**src/rtl/regfile_wb_arbiter_pkg.sv**
```systemverilog
// Shared definitions for the register-file writeback arbiter.
// Holds the default sizing, the fixed requester indices and the
// round-robin pointer type plus its update helper.
package regfile_wb_arbiter_pkg;

  localparam int NREQ     = 3;   // write requesters (fixed)
  localparam int AW       = 3;   // register address width
  localparam int DW       = 32;  // data width
  localparam int RF_DEPTH = 8;   // architectural registers

  localparam int REQ_ALU  = 0;
  localparam int REQ_LSU  = 1;
  localparam int REQ_DBG  = 2;

  // Round-robin search start: index of the requester with top priority.
  typedef logic [1:0] ptr_t;

  // Pointer moves to the requester after the one just granted; holds otherwise.
  function automatic ptr_t next_ptr(input logic [2:0] grant, input ptr_t cur);
    ptr_t nxt;
    nxt = cur;
    if (grant[REQ_ALU]) nxt = ptr_t'(REQ_LSU);
    if (grant[REQ_LSU]) nxt = ptr_t'(REQ_DBG);
    if (grant[REQ_DBG]) nxt = ptr_t'(REQ_ALU);
    return nxt;
  endfunction

endpackage

```
**src/rtl/regfile_wb_arbiter_rr_arb3.sv**
```systemverilog
// Three-way round-robin arbiter (purely combinational).
// Ports:
//   valid - request vector, one bit per requester
//   ptr   - requester searched first (0..2), search wraps 2->0
//   grant - one-hot grant, all zero when nothing is valid
module rr_arb3
  import regfile_wb_arbiter_pkg::*;
(
  input  logic [2:0] valid,
  input  ptr_t       ptr,
  output logic [2:0] grant
);

  always_comb begin
    // NOTE: default assignment first so every path drives grant and no latch is inferred.
    grant = 3'b000;
    case (ptr)
      2'd1: begin
        if      (valid[1]) grant = 3'b010;
        else if (valid[2]) grant = 3'b100;
        else if (valid[0]) grant = 3'b001;
      end
      2'd2: begin
        if      (valid[2]) grant = 3'b100;
        else if (valid[0]) grant = 3'b001;
        else if (valid[1]) grant = 3'b010;
      end
      default: begin
        if      (valid[0]) grant = 3'b001;
        else if (valid[1]) grant = 3'b010;
        else if (valid[2]) grant = 3'b100;
      end
    endcase
  end

endmodule

```
**src/rtl/regfile_wb_arbiter.sv**
```systemverilog
// Register-file writeback arbiter with load scoreboard.
// Three requesters (ALU, LSU, debug) compete for the single write port;
// the winner is registered onto rf_we/rf_wa/rf_wd one cycle later.
// A busy bit per register tracks loads in flight and stalls issue on
// RAW/WAW hazards against them or against the write currently on the port.
// Ports:
//   clk, reset                      - clock, synchronous active-high reset
//   req_valid/req_addr/req_data     - per-requester write request (packed)
//   req_ready                       - per-requester grant, combinational
//   iss_valid/iss_long/iss_rd/rs1/rs2 - issue attempt and its register fields
//   iss_stall                       - issue must not proceed this cycle
//   rf_we/rf_wa/rf_wd               - registered register-file write port
//   sb_busy                         - pending-load vector, bit 0 always 0
module regfile_wb_arbiter
  import regfile_wb_arbiter_pkg::*;
#(
  parameter int NREQ = regfile_wb_arbiter_pkg::NREQ,
  parameter int AW   = regfile_wb_arbiter_pkg::AW,
  parameter int DW   = regfile_wb_arbiter_pkg::DW
) (
  input  logic                clk,
  input  logic                reset,
  input  logic [NREQ-1:0]     req_valid,
  input  logic [NREQ*AW-1:0]  req_addr,
  input  logic [NREQ*DW-1:0]  req_data,
  output logic [NREQ-1:0]     req_ready,
  input  logic                iss_valid,
  input  logic                iss_long,
  input  logic [AW-1:0]       iss_rd,
  input  logic [AW-1:0]       iss_rs1,
  input  logic [AW-1:0]       iss_rs2,
  output logic                iss_stall,
  output logic                rf_we,
  output logic [AW-1:0]       rf_wa,
  output logic [DW-1:0]       rf_wd,
  output logic [RF_DEPTH-1:0] sb_busy
);

  ptr_t                ptr;
  logic [2:0]          grant;
  logic                grant_any;
  logic [AW-1:0]       g_addr;
  logic [DW-1:0]       g_data;
  logic [AW-1:0]       lsu_addr;
  logic [RF_DEPTH-1:0] busy;
  logic [RF_DEPTH-1:0] set_mask;
  logic [RF_DEPTH-1:0] clr_mask;
  logic                fwd_hit;

  rr_arb3 u_arb (
    .valid (req_valid),
    .ptr   (ptr),
    .grant (grant)
  );

  // No grant is given while reset is held.
  assign req_ready = reset ? '0 : grant;
  assign grant_any = |req_ready;

  always_comb begin
    g_addr = '0;
    g_data = '0;
    for (int i = 0; i < NREQ; i++) begin
      if (req_ready[i]) begin
        g_addr = req_addr[i*AW +: AW];
        g_data = req_data[i*DW +: DW];
      end
    end
  end

  assign lsu_addr = req_addr[REQ_LSU*AW +: AW];

  // Register 0 is hardwired; masking bit 0 here keeps it out of every stall term.
  assign sb_busy = {busy[RF_DEPTH-1:1], 1'b0};

  // The write sitting on the port this cycle is not yet visible to readers.
  assign fwd_hit   = rf_we && (rf_wa != '0) && ((rf_wa == iss_rs1) || (rf_wa == iss_rs2));
  assign iss_stall = !reset && iss_valid &&
                     (sb_busy[iss_rs1] || sb_busy[iss_rs2] || sb_busy[iss_rd] || fwd_hit);

  always_comb begin
    set_mask = '0;
    clr_mask = '0;
    if (iss_valid && iss_long && (iss_rd != '0) && !iss_stall) set_mask[iss_rd]   = 1'b1;
    if (req_ready[REQ_LSU] && (lsu_addr != '0))                clr_mask[lsu_addr] = 1'b1;
  end

  always_ff @(posedge clk) begin
    if (reset) begin
      ptr   <= '0;
      busy  <= '0;
      rf_we <= 1'b0;
      rf_wa <= '0;
      rf_wd <= '0;
    end else begin
      // NOTE: non-blocking assignments so every register samples pre-edge values.
      if (grant_any) begin
        ptr   <= next_ptr(req_ready, ptr);
        rf_wa <= g_addr;
        rf_wd <= g_data;
      end
      // Writes to register 0 are accepted but never reach the file.
      rf_we <= grant_any && (g_addr != '0);
      // Set wins over clear when a new load targets the register being retired.
      busy  <= (busy & ~clr_mask) | set_mask;
    end
  end

endmodule

```
**config.mk**
```make
export PLATFORM = sky130hd
export DESIGN_NAME = regfile_wb_arbiter
export DESIGN_NICKNAME = d
export VERILOG_FILES = /design/src/rtl/regfile_wb_arbiter_pkg.sv /design/src/rtl/regfile_wb_arbiter_rr_arb3.sv /design/src/rtl/regfile_wb_arbiter.sv
export SDC_FILE = /design/constraint.sdc
export NUM_CORES = 1
export LEC_CHECK = 0
export ABC_AREA = 1
export BUFFER_PORTS_ARGS = -buffer_cell sky130_fd_sc_hd__buf_2
export CAP_MARGIN = 10
export CORE_ASPECT_RATIO = 0.8
export CORE_MARGIN = 2
export CORE_UTILIZATION = 43
export DETAILED_ROUTE_END_ITERATION = 12
export PLACE_DENSITY = 0.81
export SYNTH_ARGS = -nofsm -noshare
export SYNTH_HDL_FRONTEND = slang
export SYNTH_SLANG_ARGS = --single-unit
export TNS_END_PERCENT = 100
```
**constraint.sdc**
```tcl
create_clock -name clk -period 2.3 [get_ports clk]
set_input_delay 0.23 -clock clk [delete_from_list [all_inputs] [get_ports clk]]
set_output_delay 0.23 -clock clk [all_outputs]
set_load 0.01 [all_outputs]
```
==> results of run 1 <==
[power by group through the flow]
| stage | Combinational, mW | Sequential (mW) | Clock [mW] |
|---|---|---|---|
| 3_5_place_dp | 1.34 | 1.15 | 0 |
| 5_1_grt | 1.52 | 1.16 | 0.511 |
| 6_report | 1.37 | 1.14 | 0.467 |
| 2_1_floorplan | 0.729 | 1.24 | 0 |
| 4_1_cts | 1.35 | 1.14 | 0.481 |
| 3_3_place_gp | 1.31 | 1.14 | 0 |
[final timing paths]
check / to / slack (ns) / cells past startpoint
min reg2reg: rf_wd[31] / 0.46 / 2
max reg2reg: busy[1] / 0.19 / 10
max: req_ready[2] / 0.12 / 8
min: rf_wd[23] / 0.14 / 3
[kinds of logic (layout without fill, tap and decap cells)]
family          Yosys count  in the layout  synth area share [%]
compound gates           87             87                  17.1
xor+xnor                  1              1                 0.327
fa+ha+maj                 2              2                 0.934
buf+inv                  53            217                  9.11
flops                    45             45                  33.6
other cells               1              1                 0.140
simple gates            235            235                  38.8
[state kept, by name, summed over array words and instances, names as in the netlist]
name and count:
ptr 2, busy 7, rf_wa 3, rf_we 1
rf_wd 32
[stage by stage]
stage	utilization [%]	total power, mW	hold slack [ns]	setup slack, ns	instances
after global placement	59.5	2.45	0.427	0.241	659
after floorplan	-	1.97	0.308	0.512	424
after global routing	61.7	3.20	0.128	0.00933	669
after detailed placement	59.5	2.48	0.436	0.158	659
final	61.7	2.98	0.138	0.118	669
after CTS	61.1	2.96	0.132	0.0169	667
[metal layers]
metal	routed length (um)	global-route usage (%)	part of all wire, %
met2	4200	41.2	47
met4	87	5.14	0.97
met3	732	6.28	8.2
met1	3950	33.9	44
met5	0	0	0
[worst max-delay path: cells and delay by family, from the launching register on]
family                   cells  cell delay (ns)
adder cells (fa/ha/maj)      1             0.34
buffers and inverters        5             0.65
flip-flops                   1             0.35
AND/OR/NAND/NOR              2             0.33
[final cells by class]
class	instances	area, um^2
clock inverter	2	10.0
multi-input combinational	326	1550
fill	590	2290
clock buffer	6	72.6
timing repair buffer	175	908
inverter	34	140
sequential	45	901
tap	81	101
[timing repair]
item                       in CTS  in global routing
setup buffers                   0                  3
setup endpoints to repair       1                  6
pin swaps                       0                  1
resized for setup               3                  6
[cells in the final DEF (no fill, tap or decap)]
cell,netlist,final
dfxtp_1,45,45
o211ai_1,1,1
nor2_1,11,11
nand2_4,2,1
buf_2,6,167
clkbuf_1,5,1
a211oi_1,1,1
nand2_2,2,2
o21ai_1,6,6
nand4_1,12,12
clkbuf_8,0,5
inv_1,26,26
clkinv_2,0,2
ha_1,2,2
nand3_4,0,1
conb_1,1,1
inv_2,8,5
nor2_4,1,1
nand3_1,59,59
buf_12,0,1
inv_6,0,2
xnor2_1,1,1
a21oi_1,55,55
nor3_1,3,3
o21ai_0,19,19
nand2_1,141,141
nor2_2,1,1
buf_4,6,7
o31ai_2,1,1
nand3_2,3,2
nand2_8,0,1
inv_4,0,1
o31ai_1,4,4
==> results.toml, run 1 <==
[worst_setup_path]
setup.worst_path.end_class = "output port"
cp_max_fo = 24
cp_data_arrival_time_ns = 1.95
reg2reg_from = "ptr[0]"
crit_chain = "inv_1, ha_1, inv_1, nand3_1, nand3_2, inv_6, buf_12, buf_2"
critPathKind = "register to output port"
crit_start = "ptr[0]"
crit_path_max_incr_delay_ns = 0.35
critical_path.startpoint_type = "register"
critPathRequiredTime_ns = 2.07
cp_slowest_cell = "dfxtp_1"
cpMostUsedCell = "inv_1"

[flow_run]
maxCapViolations = 0

[detailed_routing]
routed_wirelength_um = 8970
drt-pass1-iter-count = 4
num_vias = 3387
viasPerCell = 5.06
drc = 0
wire_per_inst_um = 13.4
drt_iter0_markers = 161
ant_nets = 0

[die]
fp.dieArea_mm2 = 0.00688
die_x_um = 92.2
die_height_um = 74.6
io_pins = 169
design.core.area_mm2 = 0.00597
row_count = 25
initial_core_util_pct = 44.8

[clock_tree]
clkSinkCount = 45
htreeDepth = 2
clk_latency_ns = 0.29
cts_tree = "yes"
clockBufferDepth = 2
root_buffer = "clkbuf_8"
numCtsBuffers = 5
clk_pin_slew_ns = 0.08
hold_buffers = 0

[grt]
grt_first_pass_wirelength_um = 13900
grt_pass1_vias = 2988
gr-total-overflow = 0
grt_max_degree = 29
antenna_found_initial = 0
track_usage_pct = 25.0

[logic_synthesis]
synth_common_cells = "nand2_1 (141), nand3_1 (59), a21oi_1 (55)"
async_reset_ff_share_pct = 0
avgSynthCellArea_um2 = 6.32
netlist_area_mm2 = 0.00268
synthFlopType = "dfxtp_1"
ys.warnings.count = 0
ys_seq_area_share_pct = 33.6
yosysTopAreaCellShare_pct = 33.6
synth_nets = 547
synth_top_cell_by_area = "dfxtp_1"
synth.distinct_cells = 27
synth.most_common_cell = "nand2_1"
ys_ff_latch = 45
synth_edf_count = 0
netlist_instances = 424
synth_area_leaders = "dfxtp_1 (34%), nand2_1 (20%), nand3_1 (11%), a21oi_1 (10%), inv_1 (3.6%)"

[sta]
setup_tns_ns = 0
maxSlewViolCount = 0
hold_violations = 0
finalSetupViolations = 0
timing.final.crit_share_pct = 94.9
min_period_ns = 2.18
skew_ns = 0.00449
grt_setup_unrepaired = "no"
fmaxAchievable_mhz = 458

[layout]
design_area_mm2 = 0.00368
final_nets = 710
drive_above_1_share_pct = 34.0
antenna-diode-count = 0
area_growth_syn_to_layout_pct = 37.5

[pwr]
vdd_drop_max_mv = 0.470
power.share.clock_pct = 15.7
combPwrFrac_pct = 46.0
switching_share_pct = 41.4
pwr-share-seq_pct = 38.3
p_sw_mw = 1.23
p_int_mw = 1.75
power.leakage_nw = 1.97
power_density_mw_per_mm2 = 808

[place]
place_area_mm2 = 0.00356
dp_hpwl_um = 7060
io_buffer_count = 167
place.gp.congestion = 0.952

[min_path]
min_path_type = "primary input to register"
min_from = "req_data[87]"

[run_status]
status = "finished, final reports clean"
No activity file was read; power rests on OpenSTA's default activity.
==> inputs of run 2 (changes only) <==
RECOVER_POWER = 100   (was default)
==> run 2 against run 1 <==
Compared with the run above: combinational power decreased by 5%; largest power group unchanged; clock skew fell by 0.0011 ns; wire length barely moved; first-iteration DRC count up 24%; design area fell by 1.8%; critical path depth unchanged; setup slack improved by 0.0047 ns; critical endpoint unchanged; fmax is 0.21% higher.
==> results.toml, run 2 (synthesis results as in run 1) <==
[detailed_routing]
drc = 0
drt_iter0_markers = 200
ant_nets = 0
viasPerCell = 5.08
num_vias = 3401
wire_per_inst_um = 13.4
routed_wirelength_um = 8980
drt-pass1-iter-count = 4

[worst_setup_path]
r2r_setup_slack_ns = 0.16
cp_data_arrival_time_ns = 1.95
cp_max_fo = 24
r2r-end = "busy[1]"
rr_worst_depth = 10
setup.worst_path.end_class = "output port"
critPathKind = "register to output port"
critical_path.startpoint_type = "register"
crit_end = "req_ready[2]"
critPathRequiredTime_ns = 2.07
crit_start = "ptr[0]"
reg2reg_from = "ptr[0]"

[layout]
largest_register = "rf_wd"
antenna-diode-count = 0
reg_top3 = "rf_wd: 32 flops, busy: 7 flops, rf_wa: 3 flops"
largest_register_ffs = 32
layout.cells.most_common = "nand2_1"
area_growth_syn_to_layout_pct = 35.1
layout_common_cells = "nand2_1 (142), buf_2 (123), nand3_1 (59)"
final_core_util_pct = 60.6
drive_above_1_share_pct = 26.4
final_nets = 710

[clock_tree]
numCtsBuffers = 5
clkSinkCount = 45
root_buffer = "clkbuf_8"
clockBufferDepth = 2
cts_tree = "yes"
clk_pin_slew_ns = 0.08
htreeDepth = 2
clk_latency_ns = 0.29

[grt]
track_usage_pct = 25.0
gr-total-overflow = 0
antenna_found_initial = 0
grt_max_degree = 29
grt_pass1_vias = 2988
grt_first_pass_wirelength_um = 13900

[min_path]
min_path_type = "primary input to register"
min_from = "req_data[75]"

[die]
die_height_um = 74.6
design.core.area_mm2 = 0.00597
io_pins = 169
fp.dieArea_mm2 = 0.00688
row_count = 25
initial_core_util_pct = 44.8
die_x_um = 92.2

[place]
place.gp.congestion = 0.952
dp_hpwl_um = 7060
io_buffer_count = 167

[sta]
skew_ns = 0.00343
maxSlewViolCount = 0
grt_setup_unrepaired = "no"
fmaxAchievable_mhz = 459
min_period_ns = 2.18
timing.final.crit_share_pct = 94.7
hold_violations = 0
setup_tns_ns = 0
finalSetupViolations = 0

[pwr]
vdd_drop_max_mv = 0.454
power.leakage_nw = 1.81
power_density_mw_per_mm2 = 804

[run_status]
status = "finished, final reports clean"

[flow_run]
maxCapViolations = 0
## run 2: changes by cell type in the layout (fill, tap and decap cells not counted), sizes merged
| cell | before | now |
|---|---|---|
| clkbuf | 6 | 51 |
| buf | 175 | 130 |
## run 2: how the worst min path moves through the flow
stage	to	slack (ns)	depth (start not counted)
2_1_floorplan	ptr[0]	0.31	1
3_3_place_gp	rf_wd[11]	0.43	3
3_5_place_dp	rf_wd[11]	0.44	3
4_1_cts	rf_wd[23]	0.13	3
5_1_grt	rf_wd[11]	0.13	3
6_report	rf_wd[11]	0.14	3
## run 2: cell type report
cell class | count | area (um^2)
timing repair buffer | 175 | 855
inverter | 34 | 140
multi-input combinational | 326 | 1540
clock inverter | 2 | 10.0
clock buffer | 6 | 72.6
fill | 616 | 2360
tap | 81 | 101
sequential | 45 | 901
## run 2: metrics by stage
stage | std cells | setup WS, ns | area, um^2 | hold WS (ns) | power (mW)
final | 669 | 0.123 | 3620 | 0.139 | 2.91
after global placement | 659 | 0.241 | 3560 | 0.427 | 2.45
after floorplan | 424 | 0.512 | 2680 | 0.308 | 1.97
after global routing | 669 | 0.0142 | 3620 | 0.128 | 3.13
after CTS | 667 | 0.0169 | 3650 | 0.132 | 2.96
after detailed placement | 659 | 0.158 | 3560 | 0.436 | 2.48
## run 2: critical path: stages, from the launching register on
cell and delay, ns:
dfxtp_1 0.34, inv_1 0.07, ha_1 0.34, inv_1 0.07
nand3_1 0.15, nand3_2 0.18, inv_6 0.18, buf_12 0.18
buf_2 0.15
## run 2: repair_timing
action	CTS	global route
buffers inserted	0	3
endpoints found under the setup margin	1	6
resized for setup	3	6
pin swaps	0	1
hold buffers	0	0
## run 2: per-layer routing
metal,vias to the layer above,track usage [%],wire length [um]
met1,1540,33.9,3960
met3,6,6.28,712
met2,121,41.2,4220
met4,0,5.14,76
met5,-,0,0
li1,1734,-,-
## run 2: where the power goes
group          switching (mW)  internal, mW  total [mW]
registers               0.135          1.01        1.14
clock network           0.256         0.211       0.466
logic                   0.836         0.462        1.30
==> inputs of run 3 (changes only) <==
GPL_TIMING_DRIVEN = 0   (was default)
PLACE_DENSITY = default   (was 0.81)
PLACE_DENSITY_LB_ADDON = 0.25   (was default)
SETUP_SLACK_MARGIN = 0.2   (was default)
==> run 3 against run 2 <==
Compared with the run above: clock power grew 23%; highest routed layer unchanged; setup slack gained 0.10 ns; power grew 8.0%.
==> results.toml, run 3 (synthesis results as in run 1) <==
[worst_setup_path]
critPathRequiredTime_ns = 2.07
cp_max_fo = 10
cp_data_arrival_time_ns = 1.85
reg2reg_from = "ptr[0]"
critPathKind = "register to output port"
critical_path.startpoint_type = "register"
setup.worst_path.end_class = "output port"
cp_slowest_cell = "dfxtp_1"
crit_chain = "inv_1, ha_4, inv_1, nand3_1, nand3_1, inv_2, buf_8, buf_8, buf_2"
crit_path_max_incr_delay_ns = 0.35
crit_start = "ptr[0]"

[layout]
multi_input_area_mm2 = 0.00156
fin_cells = 685
final_nets = 727
area_growth_syn_to_layout_pct = 40.8
largest_register = "rf_wd"
design_area_mm2 = 0.00377
antenna-diode-count = 0
drive_above_1_share_pct = 27.6
reg_top3 = "rf_wd: 32 flops, busy: 7 flops, rf_wa: 3 flops"
fillers = 614
final_core_util_pct = 63.1
largest_register_ffs = 32
layout.cells.most_common = "nand2_1"
layout_common_cells = "nand2_1 (142), buf_2 (126), nand3_1 (60)"
seq_area_um2 = 901

[detailed_routing]
drt_iter0_markers = 258
viasPerCell = 5.15
drt-pass1-iter-count = 4
ant_nets = 0
drc = 0
num_vias = 3526
routed_wirelength_um = 9290
wire_per_inst_um = 13.6

[place]
dp_hpwl_um = 7300
place_area_mm2 = 0.00361
place_inst = 671
io_buffer_count = 166
place.gp.congestion = 0.965
pre_cts_ws_ns = 0.175

[pwr]
power_density_mw_per_mm2 = 833
power.leakage_nw = 1.90
vdd_drop_max_mv = 0.398
p_total_mw = 3.14

[sta]
min_period_ns = 2.08
grt_setup_unrepaired = "no"
whs_ns = 0.145
worst_slack_ns = 0.223
tightest_slew_ns = 0.502
setup_tns_ns = 0
max-slew-margin-rel_pct = 66.5
timing.final.crit_share_pct = 90.3
skew_ns = 0.00606
finalSetupViolations = 0
maxSlewViolCount = 0
hold_violations = 0
fmaxAchievable_mhz = 481

[min_path]
min_from = "req_data[75]"
min_path_type = "primary input to register"

[die]
initial_core_util_pct = 44.8
fp.dieArea_mm2 = 0.00688
die_x_um = 92.2
io_pins = 169
die_height_um = 74.6
design.core.area_mm2 = 0.00597
row_count = 25

[clock_tree]
clkSinkCount = 45
htreeDepth = 2
root_buffer = "clkbuf_8"
hold_buffers = 0
cts_tree = "yes"
clockBufferDepth = 2
numCtsBuffers = 5
clk_pin_slew_ns = 0.08
clk_latency_ns = 0.29

[grt]
grt_first_pass_wirelength_um = 13800
antenna_found_initial = 0
gr-total-overflow = 0
grt_pass1_vias = 3029
grt_max_degree = 14
track_usage_pct = 25.3

[flow_run]
maxCapViolations = 0

[run_status]
status = "finished, final reports clean"
[run 3: changes by cell type in the layout (fill, tap and decap cells not counted), moves of 2 or more]
cell | previous run | this run
o21ai_0 | 23 | 20
buf_8 | 0 | 2
buf_4 | 6 | 9
o21ai_1 | 2 | 4
buf_6 | 0 | 4
clkbuf_1 | 44 | 49
buf_2 | 123 | 126
[run 3: layer usage]
metal	vias to the layer above	share of wire (%)	global-route usage [%]	routed length, um
met2	166	47	42.5	4340
met1	1576	44	34.1	4060
met3	13	8.3	4.96	767
li1	1771	-	-	-
met5	-	0	0	0
met4	0	1.3	6.80	122
[run 3: final timing paths]
check                 end  slack (ns)  depth (start not counted)
max          req_ready[2]        0.22                          9
min             rf_wd[11]        0.15                          3
max reg2reg      rf_wd[8]        0.27                         11
min reg2reg     rf_wd[24]        0.46                          2
[run 3: repair_timing]
action	CTS	global route
setup endpoints to repair	25	25
cloned	0	0
pin swaps	1	1
gates resized for setup	7	13
setup buffers	3	4
[run 3: cell type report]
type                       count  area share [%]
buffer                        19            3.92
clock buffer                   5            1.82
clock inverter                 2           0.929
inverter                      34            3.58
multi-input combinational    326            41.4
sequential                    45            23.9
tap                           81            2.69
timing repair buffer         173            21.8
[run 3: critical path: cells and delay by family, from the launching register on]
family	cells	cell delay, ns
and+or+nand+nor	2	0.28
DFF	1	0.35
adders and majority gates	1	0.29
buffers and inverters	6	0.63
[run 3: power by group]
group / internal, mW / switching, mW
clock: 0.316 / 0.257
combinational: 0.540 / 0.883
sequential: 1.01 / 0.136
